<file path="src/rtl/gene_trajectory_gen.sv">
// gene_trajectory_gen -- Boolean gene-network trajectory source.
//
// Loads an 8-gene state, applies next[i] = x[i-1] | (x[i] & x[i+1]) once per
// accepted transfer and streams x[t] over a valid/ready handshake. Attractors
// are detected against the last HIST states. The result is a period in 1..HIST,
// or 0 when the step count reaches MAX_STEPS.
//
// Ports:
//   clk, rst_n        clock (rising edge), asynchronous active-low reset
//   start, init       launch request and initial state (sampled in IDLE)
//   x_ready           downstream accepts x this cycle
//   x_valid, x        current state x[t] stream
//   busy              trajectory / sweep in progress
//   done, last        end-of-trajectory pulse; last marks the final one
//   period, steps     attractor period (0 = timeout) and transfer index t
//   init_cur          initial state of the current/last trajectory
//
// Optional feature: define GENE_SWEEP_EN to make start run every initial state
// 0 .. 2^N-1 back to back instead of a single trajectory from init.

module gene_cell (
  input  logic left,
  input  logic self_b,
  input  logic right,
  output logic nxt
);
  assign nxt = left | (self_b & right);
endmodule

module gene_trajectory_gen #(
  parameter int N         = 8,
  parameter int HIST      = 4,
  parameter int MAX_STEPS = 16
) (
  input  logic         clk,
  input  logic         rst_n,
  input  logic         start,
  input  logic [N-1:0] init,
  input  logic         x_ready,
  output logic         x_valid,
  output logic [N-1:0] x,
  output logic         busy,
  output logic         done,
  output logic         last,
  output logic [2:0]   period,
  output logic [7:0]   steps,
  output logic [N-1:0] init_cur
);

  typedef enum logic [1:0] {IDLE, RUN, REPORT} state_e;

  state_e                 state_q, state_d;
  logic [N-1:0]           x_q, x_d;
  logic [7:0]             t_q, t_d;
  logic [N-1:0]           init_cur_q, init_cur_d;
  logic [2:0]             period_q, period_d;
  logic [7:0]             steps_q, steps_d;
  logic [HIST-1:0][N-1:0] hist_q, hist_d;
  logic [HIST-1:0]        hist_vld_q, hist_vld_d;

  logic [N-1:0]    x_nxt;
  logic [HIST-1:0] hit;
  logic            match_any;
  logic [2:0]      match_k;

  // One update cell per gene; neighbours wrap around the ring.
  for (genvar i = 0; i < N; i++) begin : g_cell
    gene_cell u_cell (
      .left   (x_q[(i + N - 1) % N]),
      .self_b (x_q[i]),
      .right  (x_q[(i + 1) % N]),
      .nxt    (x_nxt[i])
    );
  end

  // hist_q[k] holds x[t-(k+1)]; unfilled entries never match.
  for (genvar k = 0; k < HIST; k++) begin : g_hit
    assign hit[k] = hist_vld_q[k] && (hist_q[k] == x_q);
  end

  // Scan from the oldest entry down so the smallest distance wins.
  always_comb begin
    match_any = 1'b0;
    match_k   = '0;
    for (int k = HIST - 1; k >= 0; k--) begin
      if (hit[k]) begin
        match_any = 1'b1;
        match_k   = 3'(k + 1);
      end
    end
  end

  always_comb begin
    state_d    = state_q;
    x_d        = x_q;
    t_d        = t_q;
    init_cur_d = init_cur_q;
    period_d   = period_q;
    steps_d    = steps_q;
    hist_d     = hist_q;
    hist_vld_d = hist_vld_q;
    case (state_q)
      IDLE: begin
        if (start) begin
`ifdef GENE_SWEEP_EN
          x_d        = '0;
          init_cur_d = '0;
`else
          x_d        = init;
          init_cur_d = init;
`endif
          t_d        = '0;
          hist_vld_d = '0;
          state_d    = RUN;
        end
      end
      RUN: begin
        if (x_ready) begin
          if (match_any) begin
            period_d = match_k;
            steps_d  = t_q;
            state_d  = REPORT;
          end else if (t_q == 8'(MAX_STEPS)) begin
            period_d = '0;
            steps_d  = t_q;
            state_d  = REPORT;
          end else begin
            hist_d[0]     = x_q;
            hist_vld_d[0] = 1'b1;
            for (int k = 1; k < HIST; k++) begin
              hist_d[k]     = hist_q[k-1];
              hist_vld_d[k] = hist_vld_q[k-1];
            end
            x_d = x_nxt;
            t_d = t_q + 8'd1;
          end
        end
      end
      REPORT: begin
`ifdef GENE_SWEEP_EN
        // Chain straight into the next initial state without an IDLE cycle.
        if (&init_cur_q) begin
          state_d = IDLE;
        end else begin
          init_cur_d = init_cur_q + 1'b1;
          x_d        = init_cur_q + 1'b1;
          t_d        = '0;
          hist_vld_d = '0;
          state_d    = RUN;
        end
`else
        state_d = IDLE;
`endif
      end
      default: state_d = IDLE;
    endcase
  end

  always_ff @(posedge clk or negedge rst_n) begin
    if (!rst_n) begin
      state_q    <= IDLE;
      x_q        <= '0;
      t_q        <= '0;
      init_cur_q <= '0;
      period_q   <= '0;
      steps_q    <= '0;
      hist_q     <= '0;
      hist_vld_q <= '0;
    end else begin
      state_q    <= state_d;
      x_q        <= x_d;
      t_q        <= t_d;
      init_cur_q <= init_cur_d;
      period_q   <= period_d;
      steps_q    <= steps_d;
      hist_q     <= hist_d;
      hist_vld_q <= hist_vld_d;
    end
  end

  assign x_valid  = (state_q == RUN);
  assign busy     = (state_q != IDLE);
  assign done     = (state_q == REPORT);
`ifdef GENE_SWEEP_EN
  assign last     = done & (&init_cur_q);
`else
  assign last     = done;
`endif
  assign x        = x_q;
  assign period   = period_q;
  assign steps    = steps_q;
  assign init_cur = init_cur_q;

endmodule

</file>
<file path="config.mk">
export PLATFORM = sky130hd
export DESIGN_NAME = gene_trajectory_gen
export DESIGN_NICKNAME = d
export VERILOG_FILES = /design/src/rtl/gene_trajectory_gen.sv
export SDC_FILE = /design/constraint.sdc
export NUM_CORES = 1
export LEC_CHECK = 0
export ABC_AREA = 1
export CORE_UTILIZATION = 45
export DETAILED_ROUTE_END_ITERATION = 16
export HOLD_SLACK_MARGIN = 0.05
export PLACE_DENSITY = 0.65
export SKIP_LAST_GASP = 1
export SLEW_MARGIN = 20
export SYNTH_ARGS = -nofsm -noshare
export SYNTH_HDL_FRONTEND = slang
export SYNTH_HIERARCHICAL = 1
export SYNTH_SLANG_ARGS = --single-unit
</file>
<file path="constraint.sdc">
create_clock -name clk -period 1.6 [get_ports clk]
set_input_delay 0.32 -clock clk [delete_from_list [all_inputs] [get_ports clk]]
set_output_delay 0.32 -clock clk [all_outputs]
set_load 0.05 [all_outputs]
</file>
==> results.md, run 1 <==
* Status: finished, violations left
* Violated checks: setup timing
* Tightest Pin Transition at 0.4535 ns
* Ranking of synthesized cells by area: dfrtp_1 (46%), nand2_1 (20%), o21ai_0 (6.1%)
* Power density over cell area at 2494 nW/µm²
* Worst skew pair latency at 0.36 ns
* Die Area at 9148 µm²
* Layout cells sized above 1 at 39.34%
* Slew HR at 69.69%
* First-pass GRT wire length at 18,420 µm
* Critical Path RT at 1.90 ns
* Avg WL per Cell at 15.98 µm
* RSZ-0062 raised after global routing: true
* Startpoint Class: flop
* Top_reg_cell synth: dfrtp_1
* Worst path bufs/invs at 2
* IO buf count at 42
* DRT iter0 DRCs at 302
* Final period utilization at 119.0%
* Register area share after synthesis at 46.29%
* Period minus WS final at 1.904 ns
* Kind of critical path: reg -> reg
* Pin count of the biggest net entering global routing at 74
* Mapped Area at 3946 µm²
* Worst r2r src: x[2]
* RD Place Congestion at 0.9096
* Post-synth EDFFs at 0
* DP Area at 5112 µm²
* Pins Over Slew Limit at 0
* Final WL at 12,850 µm
* Flops & latches, synth at 73
* Yosys top cell by area: dfrtp_1
* TritonCTS clock tree: done
* TritonRoute pass-1 iters at 5
* FMAX at 0.5252 GHz
* Crit path capture type: flop
* Post-route insts no fill at 804
* ANT nets after route at 0
* Finished Cell Area at 6112 µm²
* Worst hold stages at 2
* DP Wirelength at 7344 µm
* Vias per inst at 5.393
* Hold WC Path Type: reg -> reg
* Leakage power total at 0.003148 µW
* Number of diodes at 0
* Post-synth cell types at 26
* Top cell type's share of synthesized area at 46.29%
* Synth-to-layout area growth at 54.88%
* Clock root cell: clkbuf_8
* Row cnt at 33
* Crit-path cells: nand2_1 > nand2_1 > nor2_1 > nand3_2 > nor2_4 > nor2_4 > buf_6 > nand3_4 > nand2_4 > nand2_8 > buf_6 > nand2_1 > nand2_1
* Critical-path top delay cell: dfrtp_2
* CTS Buf Count at 9
* # IOs at 43
* CTS sink count at 73
* Skew final at 0.01349 ns
* Syn avg cell area at 7.098 µm²
* Critical Path Start: x[2]
* # fillers at 623
* Initial cell density of the core at 47.31%
* WHS Endpoint: steps[4]
* Max FO, Critical Path at 7
* GRT Overall Usage at 26.78%
* Clock transition at the registers of the reported paths at 0.08 ns
* Synth warn at 6
* CP top delay family: simple AND/OR/NAND/NOR gates
* Core Region at 8341 µm²
* Vias at 4,336
* Final Hold Vio Count at 0
* Delay of the slowest critical-path stage at 0.48 ns
* Ys async rst share at 100.0%
* Min-delay src: steps[4]
* Most frequent cell after synthesis: nand2_1
* Post-Place Cells at 759
* Syn Inst Count at 556
* Worst EP arrival at 2.20 ns
* Syn_nets at 570
* Setup ws final at -0.3039 ns
* Initial antenna violation count at 0
* Vias in the first global route at 4,024
* Die width at 95.65 µm
* Worst R2R Path Depth at 13
* Footprint of the multi-input gates at 2163 µm²
* DR DRC count at 0
* Most frequent CP cell: nand2_1
* Setup slack, reg-to-reg at -0.30 ns
* Reg-to-Reg End: t_q[1]
* Final setup vio count at 68
* Max VDD drop at 0.001471 V
* Layout net count at 708
* Die height at 95.65 µm
* H-tree Lvls at 3
* GR Overflow Total at 0
* Max-Cap Viols at 0
* Register area at 1838 µm²
* CTS max path bufs at 2
* Most instantiated cells after synthesis: nand2_1 (212), dfrtp_1 (73), inv_1 (64), o21ai_0 (48), nand3_1 (40)
-- per-layer routing --
metal / routed length (µm) / GRT usage, % / vias to the layer above
li1: - / - / 2027
met1: 5311 / 33.45 / 2060
met2: 6095 / 44.35 / 190
met3: 791 / 3.828 / 59
met4: 650 / 15.05 / 0
met5: 0 / 0 / -
-- placed cells by master (no fill, tap or decap), types with 17 or more instances in the layout --
cell | Yosys | routed
dfrtp_1 | 73 | 64
nand4_1 | 20 | 20
o21ai_2 | 0 | 17
o21ai_0 | 48 | 21
buf_4 | 3 | 95
nor2_1 | 39 | 32
inv_1 | 64 | 59
nand3_1 | 40 | 32
nand2_1 | 212 | 156
nand2_2 | 2 | 50
buf_6 | 0 | 18
-- final cells by class --
class | count | share of cell area (%)
Sequential cell | 73 | 30.07
Inverter | 72 | 4.585
Tap cell | 105 | 2.149
Clock buffer | 12 | 2.375
Clock inverter | 4 | 0.8598
Multi-Input combinational cell | 391 | 35.39
Timing Repair Buffer | 147 | 24.57
-- worst max path at each step --
stage	endpoint	depth (start not counted)	slack, ns
floorplan	x[2]	12	-0.20
global placement	hist_q[10]	7	-0.21
detailed placement	hist_q[13]	7	-0.23
CTS	x[1]	14	-0.23
global route	t_q[1]	13	-0.38
finish	t_q[1]	13	-0.30
-- kinds of logic after synthesis --
logic type	after synthesis	synth area share [%]
adder cells (fa/ha/maj)	2	0.6340
buffers and inverters	93	9.480
AND/OR/NAND/NOR	324	34.72
AO/OA/AOI/OAI	58	7.546
flip-flops	73	46.29
XOR/XNOR	6	1.332
-- metrics by stage --
step	utilization [%]	setup WS, ns	power (µW)	hold WS (ns)	setup TNS (ns)
final	73.28	-0.3039	15250	0.4815	-16.96
after global placement	61.30	-0.2104	10790	0.3819	-11.88
after floorplan	-	-0.1984	7792	0.02441	-11.53
after CTS	68.00	-0.2296	13530	0.4882	-13.19
after detailed placement	61.30	-0.2290	10940	0.3812	-12.01
after global routing	73.28	-0.3841	16150	0.5082	-20.92
-- repair_timing --
item | in CTS | in global routing
endpoints found under the setup margin | 69 | 71
buffers inserted | 13 | 7
hold buffers | 1 | 0
pin swaps | 16 | 17
hold endpoints to repair | 73 | 0
cloned | 4 | 6
gates resized for setup | 52 | 104
-- registers in the layout, indices dropped and copies added, names as in the netlist --
signal      count
hist_q         32
init_cur        8
steps           8
t_q             8
x               8
hist_vld_q      4
period          3
state_q         2
-- worst reg2reg max path, stage by stage, from the launching register on --
cell and delay, ns:
dfrtp_2 0.48, nand2_1 0.10, nand2_1 0.06, nor2_1 0.18, nand3_2 0.15, nor2_4 0.15
nor2_4 0.06, buf_6 0.12, nand3_4 0.08, nand2_4 0.10, nand2_8 0.11, buf_6 0.14
nand2_1 0.06, nand2_1 0.08
-- power breakdown --
| part | switching (µW) | internal (µW) |
|---|---|---|
| registers | 779 | 2630 |
| logic | 5790 | 4530 |
| clock network | 743 | 768 |
| total | 7320 | 7930 |
Power figures use the tool's default switching activity.
==> run 2: changes to the inputs <==
CTS_CLUSTER_SIZE = 20   (was not set)
SKIP_LAST_GASP = not set   (was 1)
==> run 2 against run 1 <==
The flow still finishes with violations (setup timing). Clock-buffer cell count is the same. First-iteration DRC count decreased by 6.0%. Non-clock buffer count stayed put. Utilization grew 0.78 points. Die area stayed put. Sequential cell count stayed put. Clock skew increased by 0.00082 ns. Largest cell class unchanged.
==> results.md, run 2 (synthesized netlist as in run 1, its figures left out) <==
* Status: finished, violations left
* Violated checks: setup timing
* Crit path capture type: flop
* IO buf count at 42 (unchanged)
* RSZ-0062 raised after global routing: true
* Clock root cell: clkbuf_8
* # IOs at 43 (unchanged)
* H-tree Lvls at 3 (unchanged)
* CTS Buf Count at 9 (unchanged)
* Max FO, Critical Path at 6 (-1)
* Worst skew pair latency at 0.36 ns (about the same)
* Max-Cap Viols at 0 (unchanged)
* Final period utilization at 122.6% (+3.6 points)
* Vias at 4,336 (unchanged)
* Finished Cell Area at 6177 µm² (+1.1%)
* CTS sink count at 73 (unchanged)
* Layout net count at 708 (unchanged)
* Final WL at 13,110 µm (+2.0%)
* Final setup vio count at 68 (unchanged)
* Slew HR at 69.91% (+0.22 points)
* Initial cell density of the core at 47.31% (unchanged)
* Power density over cell area at 2507 nW/µm² (+0.49%)
* Pin count of the biggest net entering global routing at 74 (unchanged)
* Core Region at 8341 µm² (unchanged)
* ANT nets after route at 0 (unchanged)
* DR DRC count at 0 (unchanged)
* # fillers at 598 (-4.0%)
* Setup ws final at -0.3617 ns (-0.05779 ns)
* Startpoint Class: flop
* Vias per inst at 5.393 (unchanged)
* Post-Place Cells at 759 (unchanged)
* TritonRoute pass-1 iters at 5 (unchanged)
* Initial antenna violation count at 0 (unchanged)
* TritonCTS clock tree: done
* Final setup TNS at -20.27 ns (-3.320 ns)
* Hold_ws at 0.4889 ns (+0.007400 ns)
* Vias in the first global route at 4,019 (-0.12%)
* Max reg flops at 32 (unchanged)
* Period minus WS final at 1.962 ns (+0.05779 ns)
* GR Overflow Total at 0 (unchanged)
* Clock transition at the registers of the reported paths at 0.08 ns (about the same)
* Die width at 95.65 µm (unchanged)
* Final Hold Vio Count at 0 (unchanged)
* Layout cells sized above 1 at 40.63% (+1.3 points)
* Worst R2R Path Depth at 13 (unchanged)
* Total power at 15,480 µW (+1.6%)
* Synth-to-layout area growth at 56.53%
* Hold WC Path Type: reg -> reg
* DP Area at 5112 µm² (unchanged)
* Max VDD drop at 0.001496 V (+1.7%)
* Worst EP arrival at 2.26 ns (+0.06 ns)
* Number of diodes at 0 (unchanged)
* Avg WL per Cell at 16.30 µm (+2.0%)
* DP Wirelength at 7344 µm (unchanged)
* DRT iter0 DRCs at 284 (-6.0%)
* Critical Path RT at 1.90 ns (about the same)
* Die height at 95.65 µm (unchanged)
* Leakage power total at 0.003173 µW (+0.81%)
* Pins Over Slew Limit at 0 (unchanged)
* Die Area at 9148 µm² (unchanged)
* Most frequent cells in the layout: nand2_1 (145), buf_4 (95), dfrtp_1 (64)
* Most common cell after layout, fill and taps aside: nand2_1
* Skew final at 0.01431 ns (+0.0008163 ns)
* RD Place Congestion at 0.9096 (unchanged)
* Kind of critical path: reg -> reg
* Worst hold stages at 2 (unchanged)
* CTS max path bufs at 2 (unchanged)
* Most flop-heavy register: hist_q
* First-pass GRT wire length at 18,400 µm (-0.11%)
* FMAX at 0.5098 GHz (-2.9%)
* Post-route insts no fill at 804 (unchanged)
* GRT Overall Usage at 26.76% (about the same)
* Setup slack, reg-to-reg at -0.36 ns (-0.06 ns)
* Row cnt at 33 (unchanged)
* Tightest Pin Transition at 0.4503 ns (-0.003260 ns)
==> run 2: cell counts in the layout (fill, tap and decap cells not counted) <==
No cell type changed its count.
==> run 2: final timing paths <==
| kind | startpoint | to |
|---|---|---|
| setup reg to reg | t_q[1] | t_q[1] |
| hold / removal | steps[7] | steps[7] |
| setup / recovery | t_q[1] | t_q[1] |
| hold reg to reg | steps[7] | steps[7] |
| min in group asynchronous | rst_n | hist_q[20] |
| max in group asynchronous | rst_n | x[5] |
==> run 2: what timing repair did <==
action	CTS	global route
cloned	4	6
pin swaps	16	18
setup buffers	13	7
hold endpoints to repair	73	0
hold buffers	1	0
gates resized for setup	60	112
endpoints found under the setup margin	69	71
==> run 2: worst max-delay path, stage by stage (launching register included) <==
cell and delay, ns:
dfrtp_1 0.42, inv_2 0.09, ha_4 0.15, nand3_4 0.08, nor4_4 0.26, buf_4 0.18
nor2_4 0.04, buf_6 0.12, nand3_4 0.09, nand2_8 0.09, nand2_8 0.11, buf_8 0.15
nand2_2 0.06, nand2_2 0.05
==> run 2: where the power goes <==
part / switching, µW / internal, µW
clock network: 749 / 768
registers: 780 / 2630
logic: 5940 / 4610
total: 7470 / 8010
==> run 2: layer usage <==
layer / vias up / wire length [µm] / GRT usage, %
li1: 2021 / - / -
met1: 2068 / 5457 / 33.45
met2: 187 / 6204 / 44.29
met3: 60 / 814 / 3.828
met4: 0 / 633 / 15.05
met5: - / 0 / 0
==> run 2: per-stage QoR <==
step	util (%)	setup slack [ns]
final	74.06	-0.3617
after global routing	74.06	-0.4121
after CTS	68.00	-0.2296
after detailed placement	61.30	-0.2290
after global placement	61.30	-0.2104
after floorplan	-	-0.1984
==> run 2: layout make-up <==
class | count | area (µm²) | area share, %
timing repair buffer | 147 | 1509 | 24.43
clock inverter | 4 | 52.55 | 0.8507
tap | 105 | 131.4 | 2.127
multi-input combinational | 391 | 2221 | 35.95
sequential | 73 | 1838 | 29.75
clock buffer | 12 | 145.1 | 2.350
inverter | 72 | 280.3 | 4.537
==> run 3: changes to the inputs <==
CTS_CLUSTER_DIAMETER = 60   (was not set)
GPL_TIMING_DRIVEN = 0   (was not set)
==> run 3 against run 2 <==
The run still ends with setup timing left. Clock power is 5% higher. Sequential cell count is the same. Sequential share of layout area up 2.7 points. Critical endpoint is now x[6]. Largest power group unchanged.
==> results.md, run 3 (synthesized netlist as in run 1, its figures left out) <==
* Total power at 13,750 µW (-11%)
* DRT iter0 DRCs at 238 (-16%)
* Max-Cap Viols at 0 (unchanged)
* Layout Utilization at 67.88% (-6.2 points)
* Startpoint Class: flop
* Final period utilization at 116.8% (-5.8 points)
* Number of diodes at 0 (unchanged)
* GRT Overall Usage at 26.00% (-0.76 points)
* Finished Cell Area at 5662 µm² (-8.3%)
* Net Sw Frac at 49.13% (+0.89 points)
* Reg-to-Reg End: x[6]
* H-tree Lvls at 3 (unchanged)
* Post-Place Cells at 704 (-7.2%)
* Final WL at 11,190 µm (-15%)
* Post-route insts no fill at 765 (-4.9%)
* DP Area at 4587 µm² (-10%)
* Violated checks: setup timing
* Max FO, Critical Path at 6 (unchanged)
* Final setup vio count at 67 (-1.5%)
* Most common cell after layout, fill and taps aside: nand2_1
* Worst R2R Path Depth at 13 (unchanged)
* Critical Path RT at 1.86 ns (-0.04 ns)
* # IOs at 43 (unchanged)
* Tightest Pin Transition at 0.4900 ns (+0.03972 ns)
* Setup ws final at -0.2681 ns (+0.09359 ns)
* Worst r2r src: x[3]
* Initial cell density of the core at 47.31% (unchanged)
* Row cnt at 33 (unchanged)
* Max VDD drop at 0.001155 V (-23%)
* Max reg flops at 32 (unchanged)
* Status: finished, violations left
* Power density over cell area at 2429 nW/µm² (-3.1%)
* FMAX at 0.5353 GHz (+5.0%)
* DR DRC count at 0 (unchanged)
* Psw at 6756 µW (-9.6%)
* Power Internal at 6995 µW (-13%)
* Period minus WS final at 1.868 ns (-0.09359 ns)
* Kind of critical path: reg -> reg
* Die Area at 9148 µm² (unchanged)
* Die height at 95.65 µm (unchanged)
* First-pass GRT wire length at 17,740 µm (-3.6%)
* IO buf count at 42 (unchanged)
* Worst skew pair latency at 0.36 ns (about the same)
* Clock transition at the registers of the reported paths at 0.08 ns (about the same)
* Slew HR at 67.46% (-2.4 points)
* Layout net count at 669 (-5.5%)
* Vias per inst at 5.171 (-4.1%)
* # fillers at 707 (+18%)
* RSZ-0062 raised after global routing: true
* GR Overflow Total at 0 (unchanged)
* Clock Power Share at 11.5% (+1.7 points)
* Synth-to-layout area growth at 43.47%
* CTS max path bufs at 2 (unchanged)
* Register share of total power at 25.1% (+3.0 points)
* ANT nets after route at 0 (unchanged)
* Initial antenna violation count at 0 (unchanged)
* Final Hold Vio Count at 0 (unchanged)
* CTS Buf Count at 9 (unchanged)
* Clock root cell: clkbuf_8
* Core Region at 8341 µm² (unchanged)
* Skew final at 0.01394 ns (-0.0003631 ns)
* Crit path capture type: flop
* Pin count of the biggest net entering global routing at 53 (-28%)
* DP Wirelength at 7342 µm (about the same)
* TritonCTS clock tree: done
* Layout cells sized above 1 at 30.76% (-9.9 points)
* Vias in the first global route at 3,648 (-9.2%)
* CTS sink count at 73 (unchanged)
* Setup slack, reg-to-reg at -0.27 ns (+0.09 ns)
* RD Place Congestion at 0.8984 (-1.2%)
* Pins Over Slew Limit at 0 (unchanged)
* Combinational Power Share at 63.4% (-4.8 points)
* Vias at 3,956 (-8.8%)
* Die width at 95.65 µm (unchanged)
* Worst EP arrival at 2.13 ns (-0.13 ns)
* Hold WC Path Type: in -> async
* Most frequent cells in the layout: nand2_1 (163), dfrtp_1 (64), inv_1 (63)
* Leakage power total at 0.002864 µW (-9.8%)
* Most flop-heavy register: hist_q
* TritonRoute pass-1 iters at 4 (-1)
* Avg WL per Cell at 14.63 µm (-10%)
==> run 3: cell types whose count changed in the layout (fill, tap and decap cells not counted), moves of 5 or more <==
cell	previous run	this run
o21ai_0	21	30
buf_12	15	0
o21ai_1	15	10
nand2_2	58	44
clkbuf_1	2	7
buf_4	95	34
nor2_1	33	28
clkdlybuf4s15_1	0	13
nand2_1	145	163
inv_2	9	3
dlygate4sd2_1	0	5
==> run 3: final cells by class <==
class	instances	area, µm²	area share, %
Multi-Input combinational cell	390	2126	37.55
Sequential cell	73	1838	32.46
Timing Repair Buffer	88	845.8	14.94
Inverter	72	287.8	5.083
Buffer	21	220.2	3.889
Clock buffer	11	131.4	2.320
Tap cell	105	131.4	2.320
Clock inverter	5	81.33	1.436
==> run 3: timing repair <==
| action | 4_1_cts | 5_1_grt |
|---|---|---|
| endpoints found under the setup margin | 96 | 86 |
| setup buffers | 29 | 8 |
| hold buffers | 1 | 0 |
| pin swaps | 13 | 28 |
| gates cloned | 7 | 0 |
| resized for setup | 181 | 84 |
| endpoints found under the hold margin | 21 | 0 |
==> run 3: layer usage <==
metal	vias up	track usage (%)	share of wire (%)
li1	1943	-	-
met1	1905	33.92	47
met2	84	43.33	47
met3	24	3.748	3.7
met4	0	10.45	2.2
met5	-	0	0
==> run 3: worst max-delay path: stages, from the launching register on <==
cell	delay, ns
dfrtp_2	0.47
inv_4	0.08
nand2_2	0.10
nand2_4	0.06
nor2_4	0.15
nand3_2	0.10
nor2_4	0.15
nor2_4	0.06
nand3_4	0.11
nand2_4	0.09
buf_6	0.14
buf_6	0.13
nand3_2	0.06
nand2_1	0.05
==> run 3: how the worst max path moves through the flow <==
stage | from | to | slack, ns | cells past startpoint
global placement | rst_n | x[5] | -2.61 | 1
global route | x[3] | x[6] | -0.37 | 13
detailed placement | state_q[1] | x_valid | -0.66 | 3
floorplan | x[6] | x[2] | -0.20 | 12
CTS | x[1] | t_q[3] | -0.21 | 13
finish | x[3] | x[6] | -0.27 | 13
==> run 3: power groups by stage <==
stage	logic, µW	clock network [µW]	registers (µW)
floorplan	3690	0	4100
global placement	6060	0	3420
detailed placement	6170	0	3440
CTS	7910	1610	3380
global route	9420	1690	3550
finish	8710	1590	3450
==> run 3: stage by stage <==
step	hold WS, ns	setup TNS [ns]	setup slack (ns)
after floorplan	0.02441	-11.53	-0.1984
after global placement	0.4528	-199.92	-2.614
after detailed placement	0.2385	-26.85	-0.6616
after CTS	0.4080	-11.57	-0.2133
after global routing	0.4373	-20.13	-0.3684
final	0.3968	-14.49	-0.2681
